## src/rtl/apb_master_wait.sv

```systemverilog
// apb_master_wait
//   APB requester with wait-state support and a bounded wait timeout.
//   Takes one read/write command at a time from a valid/ready port, runs the
//   APB SETUP/ACCESS sequence and returns exactly one response per command.
//
// Parameters:
//   ADDR_W   APB address width
//   DATA_W   APB data width
//   TIMEOUT  max ACCESS cycles with pready low before abort (0 = no timeout)
//
// Ports:
//   pclk, presetn               clock, asynchronous active-low reset
//   cmd_valid/cmd_ready         command handshake (cmd_ready = FSM idle)
//   cmd_write/cmd_addr/cmd_wdata command fields, captured on handshake
//   rsp_valid/rsp_rdata/rsp_err one-cycle response; rdata is 0 for writes
//                               and for timeouts, err marks a timeout
//   paddr/psel/penable/pwrite/pwdata/prdata/pready  APB requester side
module apb_master_wait #(
  parameter int ADDR_W  = 4,
  parameter int DATA_W  = 8,
  parameter int TIMEOUT = 15
) (
  input  logic              pclk,
  input  logic              presetn,
  input  logic              cmd_valid,
  output logic              cmd_ready,
  input  logic              cmd_write,
  input  logic [ADDR_W-1:0] cmd_addr,
  input  logic [DATA_W-1:0] cmd_wdata,
  output logic              rsp_valid,
  output logic [DATA_W-1:0] rsp_rdata,
  output logic              rsp_err,
  output logic [ADDR_W-1:0] paddr,
  output logic              psel,
  output logic              penable,
  output logic              pwrite,
  output logic [DATA_W-1:0] pwdata,
  input  logic [DATA_W-1:0] prdata,
  input  logic              pready
);

  // Counter wide enough to hold TIMEOUT exactly; at least one bit so the
  // TIMEOUT = 0 build still has a legal (saturating) counter.
  localparam int CNT_W = (TIMEOUT < 1) ? 1 : $clog2(TIMEOUT + 1);
  localparam logic [CNT_W-1:0] CNT_MAX   = '1;
  localparam logic [CNT_W-1:0] CNT_LIMIT = CNT_W'(TIMEOUT);

  typedef enum logic [1:0] {
    IDLE   = 2'd0,
    SETUP  = 2'd1,
    ACCESS = 2'd2
  } state_t;

  state_t            state, state_next;
  logic [CNT_W-1:0]  wait_cnt, wait_cnt_next;

  logic              psel_next;
  logic              penable_next;
  logic [ADDR_W-1:0] paddr_next;
  logic              pwrite_next;
  logic [DATA_W-1:0] pwdata_next;
  logic              rsp_valid_next;
  logic [DATA_W-1:0] rsp_rdata_next;
  logic              rsp_err_next;

  assign cmd_ready = (state == IDLE);

  always_ff @(posedge pclk or negedge presetn) begin
    if (!presetn) begin
      state     <= IDLE;
      wait_cnt  <= '0;
      psel      <= 1'b0;
      penable   <= 1'b0;
      paddr     <= '0;
      pwrite    <= 1'b0;
      pwdata    <= '0;
      rsp_valid <= 1'b0;
      rsp_rdata <= '0;
      rsp_err   <= 1'b0;
    end else begin
      state     <= state_next;
      wait_cnt  <= wait_cnt_next;
      psel      <= psel_next;
      penable   <= penable_next;
      paddr     <= paddr_next;
      pwrite    <= pwrite_next;
      pwdata    <= pwdata_next;
      rsp_valid <= rsp_valid_next;
      rsp_rdata <= rsp_rdata_next;
      rsp_err   <= rsp_err_next;
    end
  end

  always_comb begin
    state_next     = state;
    wait_cnt_next  = wait_cnt;
    psel_next      = psel;
    penable_next   = penable;
    paddr_next     = paddr;
    pwrite_next    = pwrite;
    pwdata_next    = pwdata;
    rsp_valid_next = 1'b0;          // response is always a single-cycle pulse
    rsp_rdata_next = rsp_rdata;
    rsp_err_next   = rsp_err;

    case (state)
      IDLE: begin
        psel_next    = 1'b0;
        penable_next = 1'b0;
        if (cmd_valid) begin
          state_next    = SETUP;
          psel_next     = 1'b1;
          paddr_next    = cmd_addr;
          pwrite_next   = cmd_write;
          pwdata_next   = cmd_wdata;
          wait_cnt_next = '0;
        end
      end

      SETUP: begin
        state_next   = ACCESS;
        penable_next = 1'b1;
      end

      ACCESS: begin
        // pready is checked first so a completion on the timeout edge wins.
        if (pready) begin
          state_next     = IDLE;
          psel_next      = 1'b0;
          penable_next   = 1'b0;
          rsp_valid_next = 1'b1;
          rsp_err_next   = 1'b0;
          rsp_rdata_next = pwrite ? '0 : prdata;
        end else if ((TIMEOUT > 0) && (wait_cnt == CNT_LIMIT)) begin
          state_next     = IDLE;
          psel_next      = 1'b0;
          penable_next   = 1'b0;
          rsp_valid_next = 1'b1;
          rsp_err_next   = 1'b1;
          rsp_rdata_next = '0;
        end else if (wait_cnt != CNT_MAX) begin
          wait_cnt_next = wait_cnt + 1'b1;
        end
      end

      default: begin
        state_next   = IDLE;
        psel_next    = 1'b0;
        penable_next = 1'b0;
      end
    endcase
  end

endmodule

```

## config.mk

```make
export PLATFORM = sky130hd
export DESIGN_NAME = apb_master_wait
export DESIGN_NICKNAME = d
export VERILOG_FILES = /design/src/rtl/apb_master_wait.sv
export SDC_FILE = /design/constraint.sdc
export NUM_CORES = 1
export LEC_CHECK = 0
export CORE_UTILIZATION = 41
export CTS_CLUSTER_DIAMETER = 150
export DETAILED_ROUTE_END_ITERATION = 8
export PLACE_DENSITY = 0.88
export REMOVE_ABC_BUFFERS = 1
export SLEW_MARGIN = 20
export SYNTH_ARGS = -nofsm -noshare
export SYNTH_HDL_FRONTEND = slang
export SYNTH_SLANG_ARGS = --single-unit
```

## constraint.sdc

```tcl
create_clock -name pclk -period 2.23 [get_ports pclk]
set_input_delay 0.3345 -clock pclk [delete_from_list [all_inputs] [get_ports pclk]]
set_output_delay 0.3345 -clock pclk [all_outputs]
set_load 0.02 [all_outputs]
```

==> summary.md, run 1 <==
| Metric | Value |
|---|---|
| Placed Area | `between 1500 and 2000 µm²` |
| Fin. max-slew vios | `0` |
| Number of fill cells | `229` |
| Final Hold Viols | `0` |
| Number of flops mapped to enable cells by yosys | `0` |
| Number of buffers created by CTS | `5` |
| Peak clock frequency supported by timing | `523.2 MHz` |
| DR iter-0 viols | `27` |
| Top_reg_cell synth | `dfrtp_1` |
| Drt pass-1 iters | `4` |
| Number of hold buffers added after CTS | `0` |
| Die span in y | `56.74 µm` |
| Layout cells sized above 1 | `10.71%` |
| Final RePlAce weighted congestion | `0.7058` |
| Cell Int Power | `1.626 mW` |
| Tightest Pin Transition | `approximately 0.62 ns` |
| # rows | `19` |
| Capturing instance or port of the critical path | `cmd_ready` |
| Die area | `about 3200 µm²` |
| Layout overhead on the synthesized area | `48.47%` |
| Capture instance of the worst register-to-register path | `rsp_rdata[5]$_DFFE_PN0P_` |
| Switching part of the total | `36.38%` |
| Register-to-register path setup slack | `0.50 ns` |
| Mapped Avg Cell Area | `14.63 µm²` |
| Maximum count of clock buffers along a single path | `2` |
| Final total negative setup slack | `0 ns` |
| CTS clk-pin slew, worst paths | `0.10 ns` |
| Critical path launch point | `state[1]$_DFFE_PN0P_` |
| Fraction of the core area covered by cells at the end of the flow | `65.03%` |
| Boundary pin count | `51` |
| Initial Utilization | `43.80%` |
| Overall global routing resource usage | `19.34%` |
| Largest fanout of any net on the critical path | `7` |
| Most common cell after layout, fill and taps aside | `clkdlybuf4s50_1` |
| Routed via count | `890` |
| Slowest stage cell, crit path | `clkdlybuf4s50_1` |
| Period utilization | `85.71%` |
| Netlist area before placement | `1229 µm²` |
| Detailed-route wire length per cell | `between 15 and 20 µm` |
| GRT Residual Overflow | `0` |
| Critical path endpoint category | `primary output` |
| Post-DP HPWL | `2066 µm` |
| Die X | `56.74 µm` |
| Sequential share of power | `a little under two fifths` |
| Finished Layout Cells | `171` |
| Port Buffers | `50` |
| RSZ-0062 raised after global routing | `no` |
| CTS HTree Levels | `2` |
| Portion of the post-synthesis area used by sequential elements | `63.14%` |
| Worst setup slack after placement | `0.3861 ns` |
| Worst-skew pair later-pin latency | `0.34 ns` |
| Power per standard cell area | `1401 nW/µm²` |
| Worst slew slack as a fraction of its limit | `58.72%` |
| CTS root buf | `clkbuf_4` |
| Share of total power in the clock network | `14.8%` |
| Antenna Diode Count | `0` |
| Number of standard cells after synthesis | `84` |
| Data required time of the worst path | `1.90 ns` |
| Pin count of the biggest net entering global routing | `32` |
| Core ar. | `2805 µm²` |
| Aggregate routed wire length | `2739 µm` |
| Path type of the worst setup path | `reg2out` |
| Number of remaining DRC errors | `0` |
| Worst path setup slack after routing | `0.3186 ns` |
| Synth unique cells | `26` |
| Startpoint of the lowest-slack register-to-register path | `wait_cnt[0]$_DFFE_PN0P_` |
| Clock tree from TritonCTS | `yes` |
| Net switching power | `0.9299 mW` |
| Number of failing setup endpoints in the final timing report | `0` |
| Tightest Hold Check Type | `in2async` |
| Post-CTS Setup Inserts | `0` |
| Count of nets left with antenna violations after detail routing | `0` |
| Reg2Reg Depth | `4` |
| Leakage power | `0.8010 nW` |
| Synth Warn # | `0` |
| Fin crit period | `1.911 ns` |
| Peak supply drop | `0.0009022 V` |
| Nature of the critical path startpoint | `flip-flop` |
| Final instance area | `1824 µm²` |
| Commonest non-fill, non-tap cells in the layout | `clkdlybuf4s50_1, dfrtp_1, mux2_1` |
| Number of nets at the end of the flow | `~170` |
| Fraction of synthesis flops using an asynchronous set or reset pin | `between 90% and 100%` |
| Post-cts resize count | `0` |
| Run status | `completed` |
| Cell chain of the critical path | `nor2_1, clkdlybuf4s50_1` |
| Number of antenna violations at the first check in global routing | `0` |
| Number of maximum-capacitance violations | `0` |
| Wire length of the first global-routing pass | `about 4500 µm` |
| Signal arrival time at the worst endpoint | `1.58 ns` |
| Clock sink count | `31` |
| Number of synthesized register bits | `31` |
| Final hold slack | `between 0.3 and 0.4 ns` |
| Number of cells after detailed placement | `163` |
| Ratio of routed vias to standard cells | `between 5 and 6` |
| Comb pwr share | `47.4%` |
| Peak per-stage delay on the critical path | `0.64 ns` |
| Worst-case clock skew | `0.007260 ns` |
| Final Total Pwr | `2.556 mW` |
| Number of global-route vias before repair | `roughly 1000` |
==> state kept, by name, indices dropped and copies added (netlist names) <==
register,count
paddr,4
penable,1
psel,1
pwdata,8
pwrite,1
rsp_err,1
rsp_rdata,8
rsp_valid,1
state,2
wait_cnt,4
==> per-layer routing <==
layer  wire length (µm)  GRT usage, %  vias up
met2               1359         29.93       40
met3                283         12.21        8
li1                   -             -      420
met4                 59         9.059        0
met5                  0             0        -
met1               1036         20.69      422
==> worst min-delay path by stage <==
stage                          start                       end  cells past startpoint
global route                 presetn     pwdata[2]$_DFFE_PN0P_                      2
floorplan                    presetn      paddr[0]$_DFFE_PN0P_                      0
global placement    psel$_DFFE_PN0P_          psel$_DFFE_PN0P_                      1
finish                       presetn  rsp_rdata[2]$_DFFE_PN0P_                      2
detailed placement  psel$_DFFE_PN0P_          psel$_DFFE_PN0P_                      1
CTS                          presetn  rsp_rdata[2]$_DFFE_PN0P_                      2
==> cell families (layout without fill, tap and decap cells) <==
group                      after synthesis  count (layout)  synth area share (%)
buffers and inverters                    5              61                 2.850
adders and majority gates                1               1                 1.018
AOI/OAI and AO/OA                       18              18                 12.02
and+or+nand+nor                         15              15                 8.146
muxes                                   14              14                 12.83
DFF                                     31              31                 63.14
==> cell usage after synthesis (2+ instances only) <==
cell,number,area [µm²]
a21oi_1,2,10.01
a221o_1,2,20.02
a22o_1,9,78.83
and2_1,2,12.51
buf_6,2,22.52
dfrtp_1,31,775.7
mux2_1,11,123.9
mux2_2,3,33.78
nand2b_1,4,25.02
nor4b_1,2,17.52
==> final cells by class <==
| type | count | area [µm²] | share of cell area, % |
|---|---|---|---|
| sequential | 31 | 775.7 | 42.52 |
| timing repair buffer | 52 | 515.5 | 28.26 |
| multi-input combinational | 48 | 417.9 | 22.91 |
| clock buffer | 7 | 65.06 | 3.567 |
| tap | 31 | 38.79 | 2.126 |
| clock inverter | 1 | 7.507 | 0.4115 |
| inverter | 1 | 3.754 | 0.2058 |
==> power by group through the flow <==
stage	registers, mW	clock network [mW]	logic (mW)
6_report	0.967	0.379	1.21
5_1_grt	0.996	0.414	1.28
4_1_cts	0.968	0.395	1.23
3_5_place_dp	0.979	0	1.22
3_3_place_gp	0.952	0	1.18
2_1_floorplan	1.22	0	0.347
==> critical path, delay by kind of cell (launching register included) <==
kind,cells,cell delay (ns)
buffers and inverters,1,0.64
flip-flops,1,0.45
AND/OR/NAND/NOR,1,0.16
(Power assumes the default switching activity.)
==> run 2, diff against run 1 <==
--- a/config.mk
+++ b/config.mk
@@ -5,10 +5,13 @@
 export SDC_FILE = /design/constraint.sdc
 export NUM_CORES = 1
 export LEC_CHECK = 0
-export CORE_UTILIZATION = 41
+export ABC_CLOCK_PERIOD_IN_PS = 2230
+export CORE_UTILIZATION = 43
+export CTS_BUF_LIST = sky130_fd_sc_hd__clkbuf_8
 export CTS_CLUSTER_DIAMETER = 150
+export CTS_CLUSTER_SIZE = 14
 export DETAILED_ROUTE_END_ITERATION = 8
-export PLACE_DENSITY = 0.88
+export PLACE_DENSITY = 0.91
 export REMOVE_ABC_BUFFERS = 1
 export SLEW_MARGIN = 20
 export SYNTH_ARGS = -nofsm -noshare
==> run 2 against run 1 <==
  * Core utilization up 2.3 points
  * Maximum frequency up 3.9%
  * Wire length up 2.6%
  * First-iteration DRC count up 30%
  * Clock power up 6.6%
  * Die area down 4.5%
  * Final cell count up 0.58%
  * Largest power group unchanged
==> summary.md, run 2 (synthesis results as in run 1) <==
| Metric | Value |
|---|---|
| Number of global-route vias before repair | `993` |
| Sequential share of power | `37.2%` |
| Cell Int Power | `1.660 mW` |
| Worst-skew pair later-pin latency | `0.28 ns` |
| Largest fanout of any net on the critical path | `7` |
| Tightest Hold Check Type | `in2async` |
| Initial Utilization | `44.94%` |
| Post-DP HPWL | `about 2100 µm` |
| Fraction of the core area covered by cells at the end of the flow | `67.32%` |
| Run status | `completed` |
| Maximum count of clock buffers along a single path | `2` |
| Boundary pin count | `51` |
| Reg2Reg Depth | `4` |
| RSZ-0062 raised after global routing | `no` |
| Final RePlAce weighted congestion | `0.7544` |
| Drt pass-1 iters | `4` |
| Core ar. | `roughly 2700 µm²` |
| Capture instance of the worst register-to-register path | `wait_cnt[3]$_DFFE_PN0P_` |
| Cell chain of the critical path | `nor2_1, clkdlybuf4s50_1` |
| Register-to-register path setup slack | `roughly 0.50 ns` |
| Switching part of the total | `35.97%` |
| Layout cells sized above 1 | `9.929%` |
| Period utilization | `82.48%` |
| Clock sink count | `31` |
| Commonest non-fill, non-tap cells in the layout | `clkdlybuf4s50_1, dfrtp_1, mux2_1` |
| Post-cts resize count | `0` |
| Number of remaining DRC errors | `0` |
| Clock tree from TritonCTS | `yes` |
| Peak per-stage delay on the critical path | `approximately 0.63 ns` |
| Power per standard cell area | `1409 nW/µm²` |
| Worst slew slack as a fraction of its limit | `63.10%` |
| Nature of the critical path startpoint | `flip-flop` |
| Routed via count | `936` |
| Number of antenna violations at the first check in global routing | `0` |
| CTS HTree Levels | `2` |
| Die span in y | `55.46 µm` |
| Count of nets left with antenna violations after detail routing | `0` |
| DR iter-0 viols | `35` |
| Combined area of the multi-input logic cells | `417.9 µm²` |
| Final hold slack | `0.4375 ns` |
| Comb pwr share | `47.2%` |
| Leakage power | `0.8183 nW` |
| Share of total power in the clock network | `15.6%` |
| Number of failing setup endpoints in the final timing report | `0` |
| Fin. max-slew vios | `0` |
| Storage cell area | `775.7 µm²` |
| Die X | `roughly 55 µm` |
| Number of nets at the end of the flow | `166` |
| Worst-case clock skew | `0.004116 ns` |
| Number of maximum-capacitance violations | `0` |
| Pin count of the biggest net entering global routing | `32` |
| Critical path endpoint category | `primary output` |
| Peak clock frequency supported by timing | `543.7 MHz` |
| Placed Area | `about 1800 µm²` |
| Registers with the highest flip-flop counts | `pwdata x8, rsp_rdata x8` |
| Layout overhead on the synthesized area | `49.80%` |
| Net switching power | `0.9326 mW` |
| Startpoint of the lowest-slack register-to-register path | `wait_cnt[0]$_DFFE_PN0P_` |
| Data required time of the worst path | `1.90 ns` |
| Overall global routing resource usage | `between 20% and 30%` |
| Worst setup slack after placement | `0.3748 ns` |
| Signal arrival time at the worst endpoint | `1.50 ns` |
| Aggregate routed wire length | `2810 µm` |
| GRT Residual Overflow | `0` |
| Fin crit period | `1.839 ns` |
| Final total negative setup slack | `0 ns` |
| Post-CTS Setup Inserts | `0` |
| Detailed-route wire length per cell | `16.34 µm` |
| Number of buffers created by CTS | `5` |
| Wire length of the first global-routing pass | `4719 µm` |
| Antenna Diode Count | `0` |
| Number of fill cells | `roughly 220` |
| Final instance area | `1841 µm²` |
| Ratio of routed vias to standard cells | `between 5 and 6` |
| Path type of the worst setup path | `reg2out` |
| Worst path setup slack after routing | `0.3908 ns` |
| Peak supply drop | `0.001060 V` |
| Tightest Pin Transition | `0.5511 ns` |
| Port Buffers | `50` |
| Number of hold buffers added after CTS | `0` |
| Die area | `around 3100 µm²` |
| CTS clk-pin slew, worst paths | `0.06 ns` |
| # rows | `19` |
| Slowest stage cell, crit path | `clkdlybuf4s50_1` |
| CTS root buf | `clkbuf_8` |
| Final Hold Viols | `0` |
| Most common cell after layout, fill and taps aside | `clkdlybuf4s50_1` |
==> run 2: worst max-delay path, delay by kind of cell, from the launching register on <==
family,cells,cell delay (ns)
buffers and inverters,1,0.63
DFF,1,0.43
and+or+nand+nor,1,0.17
==> run 2: per-layer routing <==
layer	vias up	wire [µm]	GRT usage, %
li1	420	-	-
met1	471	1115	24.06
met2	35	1490	34.60
met3	10	116	5.386
met4	0	88	12.86
met5	-	0	0
==> run 2: layout make-up <==
type | count | area share (%)
well taps | 31 | 2.107
clock inverters | 3 | 0.6798
clock buffers | 5 | 3.739
inverters | 1 | 0.2039
repair buffers | 53 | 28.42
flip-flops and latches | 31 | 42.15
multi-input cells | 48 | 22.71
==> run 2: worst max-delay path by stage <==
| stage | from | to | slack, ns | cells after the start |
|---|---|---|---|---|
| 2_1_floorplan | state[1]$_DFFE_PN0P_ | pwdata[2]$_DFFE_PN0P_ | 0.51 | 3 |
| 3_3_place_gp | pready | wait_cnt[3]$_DFFE_PN0P_ | 0.42 | 4 |
| 3_5_place_dp | pready | wait_cnt[3]$_DFFE_PN0P_ | 0.37 | 4 |
| 4_1_cts | state[1]$_DFFE_PN0P_ | cmd_ready | 0.39 | 2 |
| 5_1_grt | state[1]$_DFFE_PN0P_ | cmd_ready | 0.35 | 2 |
| 6_report | state[1]$_DFFE_PN0P_ | cmd_ready | 0.39 | 2 |
==> run 2: power by group through the flow <==
| stage | registers [mW] | logic (mW) | clock network, mW |
|---|---|---|---|
| final | 0.964 | 1.22 | 0.404 |
| after global routing | 0.993 | 1.29 | 0.453 |
| after CTS | 0.964 | 1.24 | 0.416 |
| after detailed placement | 0.970 | 1.23 | 0 |
| after global placement | 0.953 | 1.18 | 0 |
| after floorplan | 1.22 | 0.347 | 0 |
==> run 2: per-stage QoR <==
| step | instances | power (mW) |
|---|---|---|
| floorplan | 80 | 1.564 |
| global placement | 164 | 2.137 |
| detailed placement | 164 | 2.202 |
| CTS | 172 | 2.616 |
| global route | 172 | 2.737 |
| finish | 172 | 2.593 |
